**src/rtl/chunk_stats_pkg.sv**
```systemverilog
// Shared widths and state encoding for chunk_stats.
// CHUNK_STATS_VAR_EN adds the variance state.
package chunk_stats_pkg;
    localparam int SUM_W   = 48;
    localparam int SQ_W    = 64;
    localparam int DIV_CYC = 64;
    localparam int DESC_W  = 32;

    typedef enum logic [2:0] {
        S_IDLE,
        S_POP,
        S_FETCH,
        S_DIV_MEAN,
`ifdef CHUNK_STATS_VAR_EN
        S_DIV_VAR,
`endif
        S_OUT
    } state_t;
endpackage

```
**src/rtl/chunk_stats_div.sv**
```systemverilog
// chunk_div: 64/32 sequential restoring divider, one quotient bit per cycle.
// q is the final quotient in the cycle fin pulses, DIV_CYC cycles after go.
module chunk_div
    import chunk_stats_pkg::*;
(
    input  logic        Clk,
    input  logic        Rst,
    input  logic        go,
    input  logic [63:0] dvd,
    input  logic [31:0] dvs,
    output logic        busy,
    output logic        fin,
    output logic [63:0] q
);
    logic [63:0] qr;
    logic [31:0] rem, dvs_r;
    logic [6:0]  cnt;
    logic [32:0] rem_sh, rem_sub;
    logic        take;
    logic        unused_msb;

    // remainder stays below the divisor, so the shifted value fits 33 bits
    always_comb begin
        rem_sh  = {rem, qr[63]};
        take    = rem_sh >= {1'b0, dvs_r};
        rem_sub = take ? rem_sh - {1'b0, dvs_r} : rem_sh;
        q       = {qr[62:0], take};
        fin     = busy && (cnt == 7'd1);
    end
    assign unused_msb = rem_sub[32];

    always_ff @(posedge Clk or negedge Rst) begin
        if (!Rst) begin
            qr    <= '0;
            rem   <= '0;
            dvs_r <= '0;
            cnt   <= '0;
            busy  <= 1'b0;
        end else if (go) begin
            qr    <= dvd;
            rem   <= '0;
            dvs_r <= dvs;
            cnt   <= 7'(DIV_CYC);
            busy  <= 1'b1;
        end else if (busy) begin
            qr    <= q;
            rem   <= rem_sub[31:0];
            cnt   <= cnt - 7'd1;
            busy  <= (cnt != 7'd1);
        end
    end
endmodule

```
**src/rtl/chunk_stats.sv**
```systemverilog
// chunk_stats: drains the chunk-descriptor queue, producing mean/variance per chunk.
// CHUNK_STATS_VAR_EN enables the sum-of-squares path and variance output.
module chunk_stats
    import chunk_stats_pkg::*;
#(
    parameter int DW    = 16,
    parameter int MAX_N = 65536
) (
    input  logic              Clk,
    input  logic              Rst,
    input  logic              start,
    output logic              done,
    input  logic [DESC_W-1:0] q_si,
    input  logic [DESC_W-1:0] q_ei,
    input  logic [DESC_W-1:0] q_id,
    input  logic              q_empty,
    output logic              q_pop,
    output logic [31:0]       varIndx,
    input  logic [31:0]       var_data,
    output logic              res_valid,
    input  logic              res_ready,
    output logic [DESC_W-1:0] res_id,
    output logic [31:0]       res_mean,
    output logic [31:0]       res_var
);
    localparam int CNT_W = $clog2(MAX_N + 1);

    state_t            state, nxt;
    logic              armed;
    logic [CNT_W-1:0]  n_r, cnt;
    logic [SUM_W-1:0]  sum;
    logic [DW-1:0]     sample;
    logic [31:0]       lo_c, hi_c, n_c;
    logic              div_go, div_busy, div_fin;
    logic [63:0]       div_dvd, div_q;
    logic              unused_bits;

    assign sample      = var_data[DW-1:0];
    assign q_pop       = (state == S_POP);
    assign res_valid   = (state == S_OUT);
    assign unused_bits = ^{var_data[31:DW], n_c[31:CNT_W], div_q[63:DW]};

`ifdef CHUNK_STATS_VAR_EN
    logic [SQ_W-1:0]   sumsq;
    logic [2*DW-1:0]   sq;
    logic [31:0]       var_r;
    assign sq      = sample * sample;
    assign res_var = var_r;
    assign div_go  = (state == S_DIV_MEAN || state == S_DIV_VAR) && !div_busy;
    assign div_dvd = (state == S_DIV_MEAN) ? {{(64-SUM_W){1'b0}}, sum} : sumsq;
`else
    assign res_var = '0;
    assign div_go  = (state == S_DIV_MEAN) && !div_busy;
    assign div_dvd = {{(64-SUM_W){1'b0}}, sum};
`endif

    always_comb begin
        lo_c = (q_si < q_ei) ? q_si : q_ei;
        hi_c = (q_si < q_ei) ? q_ei : q_si;
        n_c  = hi_c - lo_c;
        nxt  = state;
        case (state)
            S_IDLE:     if (armed && !q_empty) nxt = S_POP;
            S_POP:      nxt = (n_c == 32'd0) ? S_OUT : S_FETCH;
            S_FETCH:    if (cnt == n_r) nxt = S_DIV_MEAN;
`ifdef CHUNK_STATS_VAR_EN
            S_DIV_MEAN: if (div_fin) nxt = S_DIV_VAR;
            S_DIV_VAR:  if (div_fin) nxt = S_OUT;
`else
            S_DIV_MEAN: if (div_fin) nxt = S_OUT;
`endif
            S_OUT:      if (res_ready) nxt = S_IDLE;
            default:    nxt = S_IDLE;
        endcase
    end

    always_ff @(posedge Clk or negedge Rst) begin
        if (!Rst) begin
            state    <= S_IDLE;
            armed    <= 1'b0;
            done     <= 1'b0;
            n_r      <= '0;
            cnt      <= '0;
            sum      <= '0;
            varIndx  <= '0;
            res_id   <= '0;
            res_mean <= '0;
`ifdef CHUNK_STATS_VAR_EN
            sumsq    <= '0;
            var_r    <= '0;
`endif
        end else begin
            state <= nxt;
            done  <= (state == S_IDLE) && armed && q_empty;
            if ((state == S_IDLE) && armed && q_empty) armed <= 1'b0;
            else if (start)                            armed <= 1'b1;
            case (state)
                S_POP: begin
                    n_r    <= n_c[CNT_W-1:0];
                    cnt    <= '0;
                    sum    <= '0;
                    res_id <= q_id;
`ifdef CHUNK_STATS_VAR_EN
                    sumsq  <= '0;
                    if (n_c == 32'd0) var_r <= '0;
`endif
                    if (n_c != 32'd0) varIndx  <= lo_c;
                    else              res_mean <= '0;
                end
                // cnt==k-1 in the k-th FETCH cycle; data trails the request by one
                S_FETCH: begin
                    cnt <= cnt + 1'b1;
                    if (cnt + 1'b1 < n_r) varIndx <= varIndx + 32'd1;
                    if (cnt != '0) begin
                        sum   <= sum + {{(SUM_W-DW){1'b0}}, sample};
`ifdef CHUNK_STATS_VAR_EN
                        sumsq <= sumsq + {{(SQ_W-2*DW){1'b0}}, sq};
`endif
                    end
                end
                S_DIV_MEAN: if (div_fin) res_mean <= {{(32-DW){1'b0}}, div_q[DW-1:0]};
`ifdef CHUNK_STATS_VAR_EN
                S_DIV_VAR:  if (div_fin) var_r <= div_q[31:0] - res_mean * res_mean;
`endif
                default: ;
            endcase
        end
    end

    chunk_div u_div (
        .Clk  (Clk),
        .Rst  (Rst),
        .go   (div_go),
        .dvd  (div_dvd),
        .dvs  ({{(32-CNT_W){1'b0}}, n_r}),
        .busy (div_busy),
        .fin  (div_fin),
        .q    (div_q)
    );
endmodule

```
**config.mk**
```make
export PLATFORM = sky130hd
export DESIGN_NAME = chunk_stats
export DESIGN_NICKNAME = d
export VERILOG_FILES = /design/src/rtl/chunk_stats_pkg.sv /design/src/rtl/chunk_stats_div.sv /design/src/rtl/chunk_stats.sv
export SDC_FILE = /design/constraint.sdc
export NUM_CORES = 1
export LEC_CHECK = 0
export CAP_MARGIN = 20
export CORE_AREA = 2 2 197 199
export CTS_CLUSTER_DIAMETER = 100
export DETAILED_ROUTE_END_ITERATION = 8
export DIE_AREA = 0 0 199 201
export GPL_TIMING_DRIVEN = 0
export PLACE_DENSITY = 0.83
export SYNTH_ARGS = -nofsm -noshare
export SYNTH_HDL_FRONTEND = slang
export SYNTH_HIERARCHICAL = 1
export SYNTH_SLANG_ARGS = --single-unit
```
**constraint.sdc**
```tcl
create_clock -name Clk -period 5.1 [get_ports Clk]
set_clock_uncertainty 0.15 [all_clocks]
set_input_delay 1.275 -clock Clk [delete_from_list [all_inputs] [get_ports Clk]]
set_output_delay 1.275 -clock Clk [all_outputs]
set_load 0.005 [all_outputs]
```
After elaboration in Yosys (flattened, before gate mapping) --
Cells that the tools add are included.
Word-level totals: register bits after elaboration 304, logic and storage cells 85, output and inout bits 131
Operators by class: $add $sub $neg 6, reductions and logical operators 19, eq/ne operators 15, $lt $le $gt $ge 3, mux-type cells 28
Operators with widths (count):
- 2-to-1 mux 32 bit | 9
- 2-to-1 mux 64 bit | 2
- one-hot mux 32 bit (2 select lines) | 2
- one-hot mux 48 bit (2 select lines) | 1
- adder 48 x 16 -> 48 bit | 1
- 2-to-1 mux 48 bit | 1
- one-hot mux 17 bit (2 select lines) | 1
- greater-or-equal comparator 33 x 17 -> 1 bit | 1
- adder 32 x 1 -> 32 bit (second input constant) | 1
- zero test 32 bit | 1
- < comparator 32 bit | 1
- nonzero test 32 bit | 1
- subtractor 32 x 17 -> 32 bit | 1
- subtractor 32 bit | 1
- adder 17 x 1 -> 17 bit (second input constant) | 1
- equality test 17 bit | 1
- < comparator 17 bit | 1
- nonzero test 17 bit | 1
- 2-to-1 mux 3 bit | 5
- one-hot mux 3 bit (5 select lines) | 1
- 2-to-1 mux 7 bit | 2
- inequality test 2 bit (second input constant) | 6
- nonzero test 2 bit | 4
- equality test 7 x 1 -> 1 bit (second input constant) | 1
- other kinds (13) | 24

Logic depth before layout (Yosys ltp) --
Gate-level depths: netlist of run 1.
depth after elaboration 6, mapped depth 26

By module --
The synthesis of run 1 kept the hierarchy.
Modules (own cells, without submodules):
- chunk_stats | instances 1, cells an instance 1714, seq. area each 4179.0 um^2, area an instance 13446.6 um^2
- chunk_div | instances 1, cells an instance 935, seq. area each 3403.3 um^2, area an instance 8318.0 um^2

Worst setup path before layout of run 1 --
No wires, ideal clock.
path type input to register, start point input port q_ei[26], end point register varIndx[0], library setup time 0.128 ns, buffers on the path 4, slack -1.227 ns, cell stages on the path 24, arrival 6.050 ns, required time 4.822 ns, cells stage by stage inv_1 ha_1 and2_1 a221o_1 a22oi_1 and2_1 buf_4 nand2_2 buf_2 clkbuf_1 clkbuf_1 nor2_1 a21oi_1 ha_1 a311o_1 or2_4 a2111oi_2 o31a_1 nor4b_1 nand4_1 nor4bb_1 and4_4 o21ai_4 mux2_1
On the way: longest elaborated chain between the ends 6, elaborated cells on any way between the ends 9, classes of those cells add/sub (1); order compare (1); eq/ne (1); mux (4); reduce/logical (2)
Ends and longest elaborated chain:
- from (decl) | line chunk_stats.sv:14 | input logic [DESC_W-1:0] q_ei,
- < comparator 32 bit | line chunk_stats.sv:58, chunk_stats.sv:59
- 2-to-1 mux 32 bit, on equally long branches | line chunk_stats.sv:59, chunk_stats.sv:58
- subtractor 32 bit | line chunk_stats.sv:60 | n_c = hi_c - lo_c;
- nonzero test 32 bit | line chunk_stats.sv:107 | if (n_c != 32'd0) varIndx <= lo_c;
- inequality test 2 x 1 -> 1 bit (no source line)
- AND reduction 3 bit (no source line)
- to (signal assigned) | line chunk_stats.sv:107
- to (signal assigned) | line chunk_stats.sv:113 | if (cnt + 1'b1 < n_r) varIndx <= varIndx + 32'd1;
- to (decl) | line chunk_stats.sv:18 | output logic [31:0] varIndx,
Several ways; a longest one is shown, not always the timed one. The select of a mux whose other input is x is not followed. A chain may end at the register's enable or synchronous reset.

Worst setup path in the final report of run 1 --
start point input port q_ei[22], end point register varIndx[19]
The elaborated chain is that of the path after synthesis.

==> out/metrics.yaml, run 1 <==
status:
  status: "finished with violations"
  failed_checks: "setup timing"
clock_network:
  holdBufCountCts: 0
  numCtsBuffers: 36
  cts.reportedPaths.clkPinSlew_ns: 0.06
  clock-sinks: 303
  cts.path.max_buffers: 3
  htree_levels: 2
  clk_latency_ns: 0.56
  root_buffer: "clkbuf_16"
  cts_tree: "yes"
worst_setup_path:
  cp.required_ns: 5.42
  r2r_cells: 18
  worstPathMaxFanout: 5
  arrival_ns: 6.30
  cpMaxStageDelayCell: "a2111oi_4"
  rr_endpoint: "varIndx[2]$_DFFE_PN0P_"
  reg2reg_from: "cnt[2]$_DFFE_PN0P_"
  path_delay_family: "simple AND/OR/NAND/NOR gates"
  setup.worst_path.end: "varIndx[19]$_DFFE_PN0P_"
  cp-end-kind: "flip-flop"
  critPathLaunch: "q_ei[22]"
  critPathMaxStageDelay_ns: 0.39
  start_kind: "input pin"
  path_depth: 27
  reg2reg_slack_ns: -0.17
  worstSetupPathType: "input pin to flip-flop"
  cp_num_buf_inv: 8
place:
  hpwl_mm: 51.8
  place_area_um2: 24600
  place.gp.congestion: 1.02
  placed_cells: 3398
  io_buffers: 199
drt:
  dr.pass1.iters: 6
  route.detailed.drc: 0
  drtAntennaViolNets: 0
  wl_mm: 71.4
  vias_per_cell: 6.10
  drt-wirelength-per-cell_um: 20.2
  first_iter_violations: 2185
  vias: 21500
final_layout:
  multi_input_area_um2: 13300
  drive_above_1_share_pct: 14.9
  ff_latch_area_um2: 7580
  finalCoreUtilization_pct: 71.1
  nFillCells: 2958
  layout_commonest_cell: "nand2_1"
  layout_common_cells: "nand2_1 (413), dfrtp_1 (303), o21ai_0 (190)"
  instances_no_fill: 3528
  nets: 3221
  area_delta_synth_final_pct: 26.5
  final_area_um2: 27100
power_and_ir_drop:
  leakagePower_nw: 12.4
  max-vdd-ir-drop_mv: 0.390
  pwr_density_cell_nw_per_um2: 605
  finalPower_w: 0.0164
global_routing:
  grt_overflow: 0
  grt_first_pass_wirelength_mm: 111
  grt_start_max_net_pins: 121
  grt.total_usage_pct: 35.0
  grt_antenna_before_repair: 4
  grt_pass1_vias: 20900
timing:
  worst_pin_slew_ns: 1.12
  slew_violations: 0
  slew_headroom_pct: 24.7
  rsz0062_at_grt: "true"
  max_freq_ghz: 0.167
  fin_ws_ns: -0.879
  setup_viol: 50
  finalCriticalPeriod_ns: 5.98
  report.final.hold_viol_count: 0
  period_share_pct: 117
logic_synthesis:
  synth_warnings: 6
  synthesis.area_um2: 21400
  syn_area_per_cell_um2: 8.23
  synthCells: 2601
floorplan:
  die_w_um: 199
  pin_count: 264
  rows: 72
  die_h_um: 201
  dieArea_um2: 40000
  start_util_pct: 56.2
  coreArea_um2: 38100
run:
  maxCapViolCount: 0
worst_hold_path:
  hold_path.class: "flip-flop to flip-flop"
## through the flow
step	TNS [ns]	hold slack, ns	setup slack [ns]
3_5_place_dp	-154.37	0.312	-2.78
5_1_grt	-45.56	0.349	-1.05
2_1_floorplan	-37.76	0.312	-0.856
3_3_place_gp	-3262.84	0.309	-10.33
4_1_cts	-37.38	0.327	-0.869
6_report	-39.92	0.324	-0.879
## what timing repair did
action,4_1_cts,5_1_grt
resized for setup,321,70
endpoints found under the setup margin,67,78
buffers inserted,51,16
pin swaps,59,49
cloned,4,0
## layout make-up
cell class,count,share of cell area [%]
timing repair buffer,271,9.54
antenna,2,0.0185
multi-input combinational,2038,49.2
tap,518,2.39
sequential,303,28.0
clock buffer,42,3.45
inverter,132,1.91
clock inverter,21,0.998
buffer,201,4.47
## power by group
part	internal (W)	leakage (nW)	total [W]	switching, W
clock network	0.00158	0.594	0.00266	0.00107
registers	0.00345	3.78	0.00433	0.000876
logic	0.00407	8.00	0.00940	0.00533
total	0.00910	12.4	0.0164	0.00728
## layer usage
| layer | routed length [µm] | global-route usage [%] | share of wire [%] | vias to the layer above |
|---|---|---|---|---|
| met5 | 29 | 0 | 0.041 | - |
| met4 | 3920 | 17.5 | 5.5 | 4 |
| met3 | 5930 | 6.42 | 8.3 | 254 |
| met2 | 33900 | 58.4 | 48 | 1059 |
| met1 | 27500 | 43.3 | 39 | 10400 |
| li1 | - | - | - | 9819 |
## worst min-delay path by stage
stage	startpoint	to	slack, ns	cells after the start
2_1_floorplan	sum[47]$_DFFE_PN0P_	u_div/qr[47]$_DFFE_PN0P_	0.31	2
3_3_place_gp	res_id[28]$_DFFE_PN0P_	res_id[28]$_DFFE_PN0P_	0.31	2
3_5_place_dp	res_id[22]$_DFFE_PN0P_	res_id[22]$_DFFE_PN0P_	0.31	2
4_1_cts	res_id[22]$_DFFE_PN0P_	res_id[22]$_DFFE_PN0P_	0.33	2
5_1_grt	res_id[19]$_DFFE_PN0P_	res_id[19]$_DFFE_PN0P_	0.35	2
6_report	res_id[22]$_DFFE_PN0P_	res_id[22]$_DFFE_PN0P_	0.32	2
## sequential cells by signal, summed over array words and instances, names as in the netlist
register / cells
armed: 1
cnt: 17
done: 1
n_r: 17
res_id: 32
res_mean: 16
state: 3
sum: 48
u_div/busy: 1
u_div/cnt: 7
u_div/dvs_r: 32
u_div/qr: 64
u_div/rem: 32
varIndx: 32
## worst register-to-register path: stages (launching register included)
cell	delay, ns
dfrtp_1	0.33
clkbuf_1	0.29
nand2_1	0.09
nor2_1	0.26
and3_1	0.31
and3_1	0.30
nand3_1	0.26
nor2_1	0.20
xor2_1	0.22
ha_1	0.28
and3_1	0.19
o2111ai_1	0.11
a21oi_1	0.12
or4_1	0.49
clkbuf_1	0.24
nand2_1	0.50
clkbuf_1	0.47
o211ai_1	0.20
o2bb2ai_1	0.17
(Power assumes the default switching activity.)
==> inputs of run 2 (changes only) <==
RECOVER_POWER = 50   (was not set)
==> out/metrics.yaml, run 2 (synthesis results as in run 1) <==
clock_network:
  clock-sinks: 303  # unchanged
  cts_tree: "yes"  # unchanged
  clk_latency_ns: 0.56  # about the same
  htree_levels: 2  # unchanged
  root_buffer: "clkbuf_16"  # unchanged
  cts.reportedPaths.clkPinSlew_ns: 0.06  # about the same
  cts.path.max_buffers: 3  # unchanged
  numCtsBuffers: 36  # unchanged
timing:
  report.final.hold_viol_count: 0  # unchanged
  worst_pin_slew_ns: 2.26  # was 1.12 ns
  period_share_pct: 117  # about the same
  max_freq_ghz: 0.167  # about the same
  slew_violations: 214  # was 0
  finalCriticalPeriod_ns: 5.99  # was 5.98 ns
  slew_headroom_pct: -50.4  # was 24.7%
  tns_ns: -39.45  # was -39.92 ns
  rsz0062_at_grt: "true"  # unchanged
  setup_viol: 50  # unchanged
  fin_ws_ns: -0.892  # was -0.879 ns
  hold_ws_ns: 0.324  # about the same
run:
  maxCapViolCount: 2  # was 0
worst_setup_path:
  reg2reg_slack_ns: -0.19  # was -0.17 ns
  cpMaxStageDelayCell: "nor4b_4"  # was a2111oi_4
  arrival_ns: 6.30  # about the same
  worstSetupPathType: "input pin to flip-flop"  # unchanged
  critPathMaxStageDelay_ns: 0.45  # was 0.39 ns
  reg2reg_from: "cnt[2]$_DFFE_PN0P_"  # unchanged
  cp-end-kind: "flip-flop"  # unchanged
  start_kind: "input pin"  # unchanged
  worstPathMaxFanout: 10  # was 5
  r2r_cells: 18  # unchanged
  cp.required_ns: 5.41  # was 5.42 ns
  cp_cell_sequence: "dlygate4sd2_1 > inv_1 > ha_2 > a21oi_2 > o21ai_1 > a221o_1 > buf_4 > o21a_4 > nor2_4 > buf_6 > buf_6 > mux2i_1 > xnor2_1 > nor4b_4 > o2111ai_2 > nor4b_4 > nand4_1 > nor4bb_2 > and4_4 > buf_4 > o211ai_1 > a21oi_1"
  rr_endpoint: "varIndx[2]$_DFFE_PN0P_"  # unchanged
global_routing:
  grt_overflow: 0  # unchanged
  grt_start_max_net_pins: 121  # unchanged
  grt.total_usage_pct: 35.0  # unchanged
  grt_first_pass_wirelength_mm: 111  # unchanged
  grt_antenna_before_repair: 4  # unchanged
  grt_pass1_vias: 20900  # unchanged
power_and_ir_drop:
  pwr_density_cell_nw_per_um2: 605  # about the same
  finalPower_w: 0.0164  # about the same
  max-vdd-ir-drop_mv: 0.388  # was 0.390 mV
  leakagePower_nw: 12.4  # about the same
final_layout:
  largest_reg_flops: 64  # unchanged
  drive_above_1_share_pct: 14.9  # unchanged
  nFillCells: 2960  # was 2,958
  area_delta_synth_final_pct: 26.4  # was 26.5%
  top_register: "u_div/qr"  # unchanged
  instances_no_fill: 3529  # was 3,528
  layout_commonest_cell: "nand2_1"  # unchanged
  nets: 3221  # unchanged
  layout_common_cells: "nand2_1 (413), dfrtp_1 (303), o21ai_0 (190)"  # unchanged
  final_area_um2: 27000  # was 27,100 µm²
  reg_top3: "u_div/qr (64), sum (48)"  # unchanged
place:
  io_buffers: 199  # unchanged
  placed_cells: 3398  # unchanged
  hpwl_mm: 51.8  # unchanged
  place_area_um2: 24600  # unchanged
  place.gp.congestion: 1.02  # unchanged
worst_hold_path:
  hold_start: "res_id[22]$_DFFE_PN0P_"  # unchanged
  worstHoldPathCells: 2  # unchanged
  whs_endpoint: "res_id[22]$_DFFE_PN0P_"  # unchanged
  hold_path.class: "flip-flop to flip-flop"  # unchanged
drt:
  drtAntennaViolNets: 0  # unchanged
  vias_per_cell: 6.09  # was 6.10
  wl_mm: 71.3  # was 71.4 mm
  first_iter_violations: 2133  # was 2,185
  dr.pass1.iters: 5  # was 6
  vias: 21500  # about the same
  drt-wirelength-per-cell_um: 20.2  # about the same
  route.detailed.drc: 0  # unchanged
status:
  status: "finished with violations"  # unchanged
  failed_checks: "capacitance limit, slew limit, setup timing"  # was setup timing
floorplan:
  die_h_um: 201  # unchanged
  pin_count: 264  # unchanged
  start_util_pct: 56.2  # unchanged
  coreArea_um2: 38100  # unchanged
  die_w_um: 199  # unchanged
  dieArea_um2: 40000  # unchanged
  rows: 72  # unchanged
==> run 2: power by group <==
group | internal (W) | switching (W)
Clock | 0.00158 | 0.00107
Combinational | 0.00407 | 0.00533
Sequential | 0.00345 | 0.000875
Total | 0.00910 | 0.00728
==> run 2: how the worst max path moves through the flow <==
stage	from	to	slack, ns	cells after the start
after floorplan	q_ei[13]	varIndx[26]$_DFFE_PN0P_	-0.86	24
after global placement	Rst	res_id[12]$_DFFE_PN0P_	-10.33	1
after detailed placement	q_ei[11]	res_mean[12]$_DFFE_PN0P_	-2.78	26
after CTS	q_ei[25]	varIndx[21]$_DFFE_PN0P_	-0.87	26
after global routing	q_ei[23]	varIndx[8]$_DFFE_PN0P_	-1.05	27
final	q_ei[8]	varIndx[8]$_DFFE_PN0P_	-0.89	22
==> run 2: critical path, delay by kind of cell <==
family	cells	cell delay, ns
and+or+nand+nor	6	1.82
AOI/OAI and AO/OA	7	1.44
buffers and inverters	6	1.19
muxes	1	0.23
adders and majority gates	1	0.18
xor gates and xnor gates	1	0.14
==> run 2: layout make-up <==
| class | count | area [µm²] | area share (%) |
|---|---|---|---|
| tap | 518 | 648 | 2.40 |
| clock buffer | 42 | 933 | 3.45 |
| timing repair buffer | 271 | 2550 | 9.44 |
| inverter | 132 | 518 | 1.92 |
| clock inverter | 21 | 270 | 0.999 |
| multi-input combinational | 2038 | 13300 | 49.3 |
| antenna | 3 | 7.51 | 0.0278 |
| buffer | 201 | 1210 | 4.48 |
| sequential | 303 | 7580 | 28.0 |
==> run 2: metrics by stage <==
step	setup slack (ns)	utilization, %
finish	-0.892	71.0
global route	-1.05	71.0
CTS	-0.869	70.3
detailed placement	-2.78	64.5
global placement	-10.33	64.4
floorplan	-0.856	-
==> run 2: what timing repair did <==
item                       CTS  global route
resized for setup          321            70
setup endpoints to repair   67            78
hold buffers                 0             0
setup buffers               51            16
pin swaps                   59            49
gates cloned                 4             0
==> run 2: per-layer routing <==
layer	wire length, µm	part of all wire (%)	GRT usage, %
met5	12	0.017	0
met4	3970	5.6	17.5
met3	5870	8.2	6.42
met2	33800	47	58.4
met1	27600	39	43.3
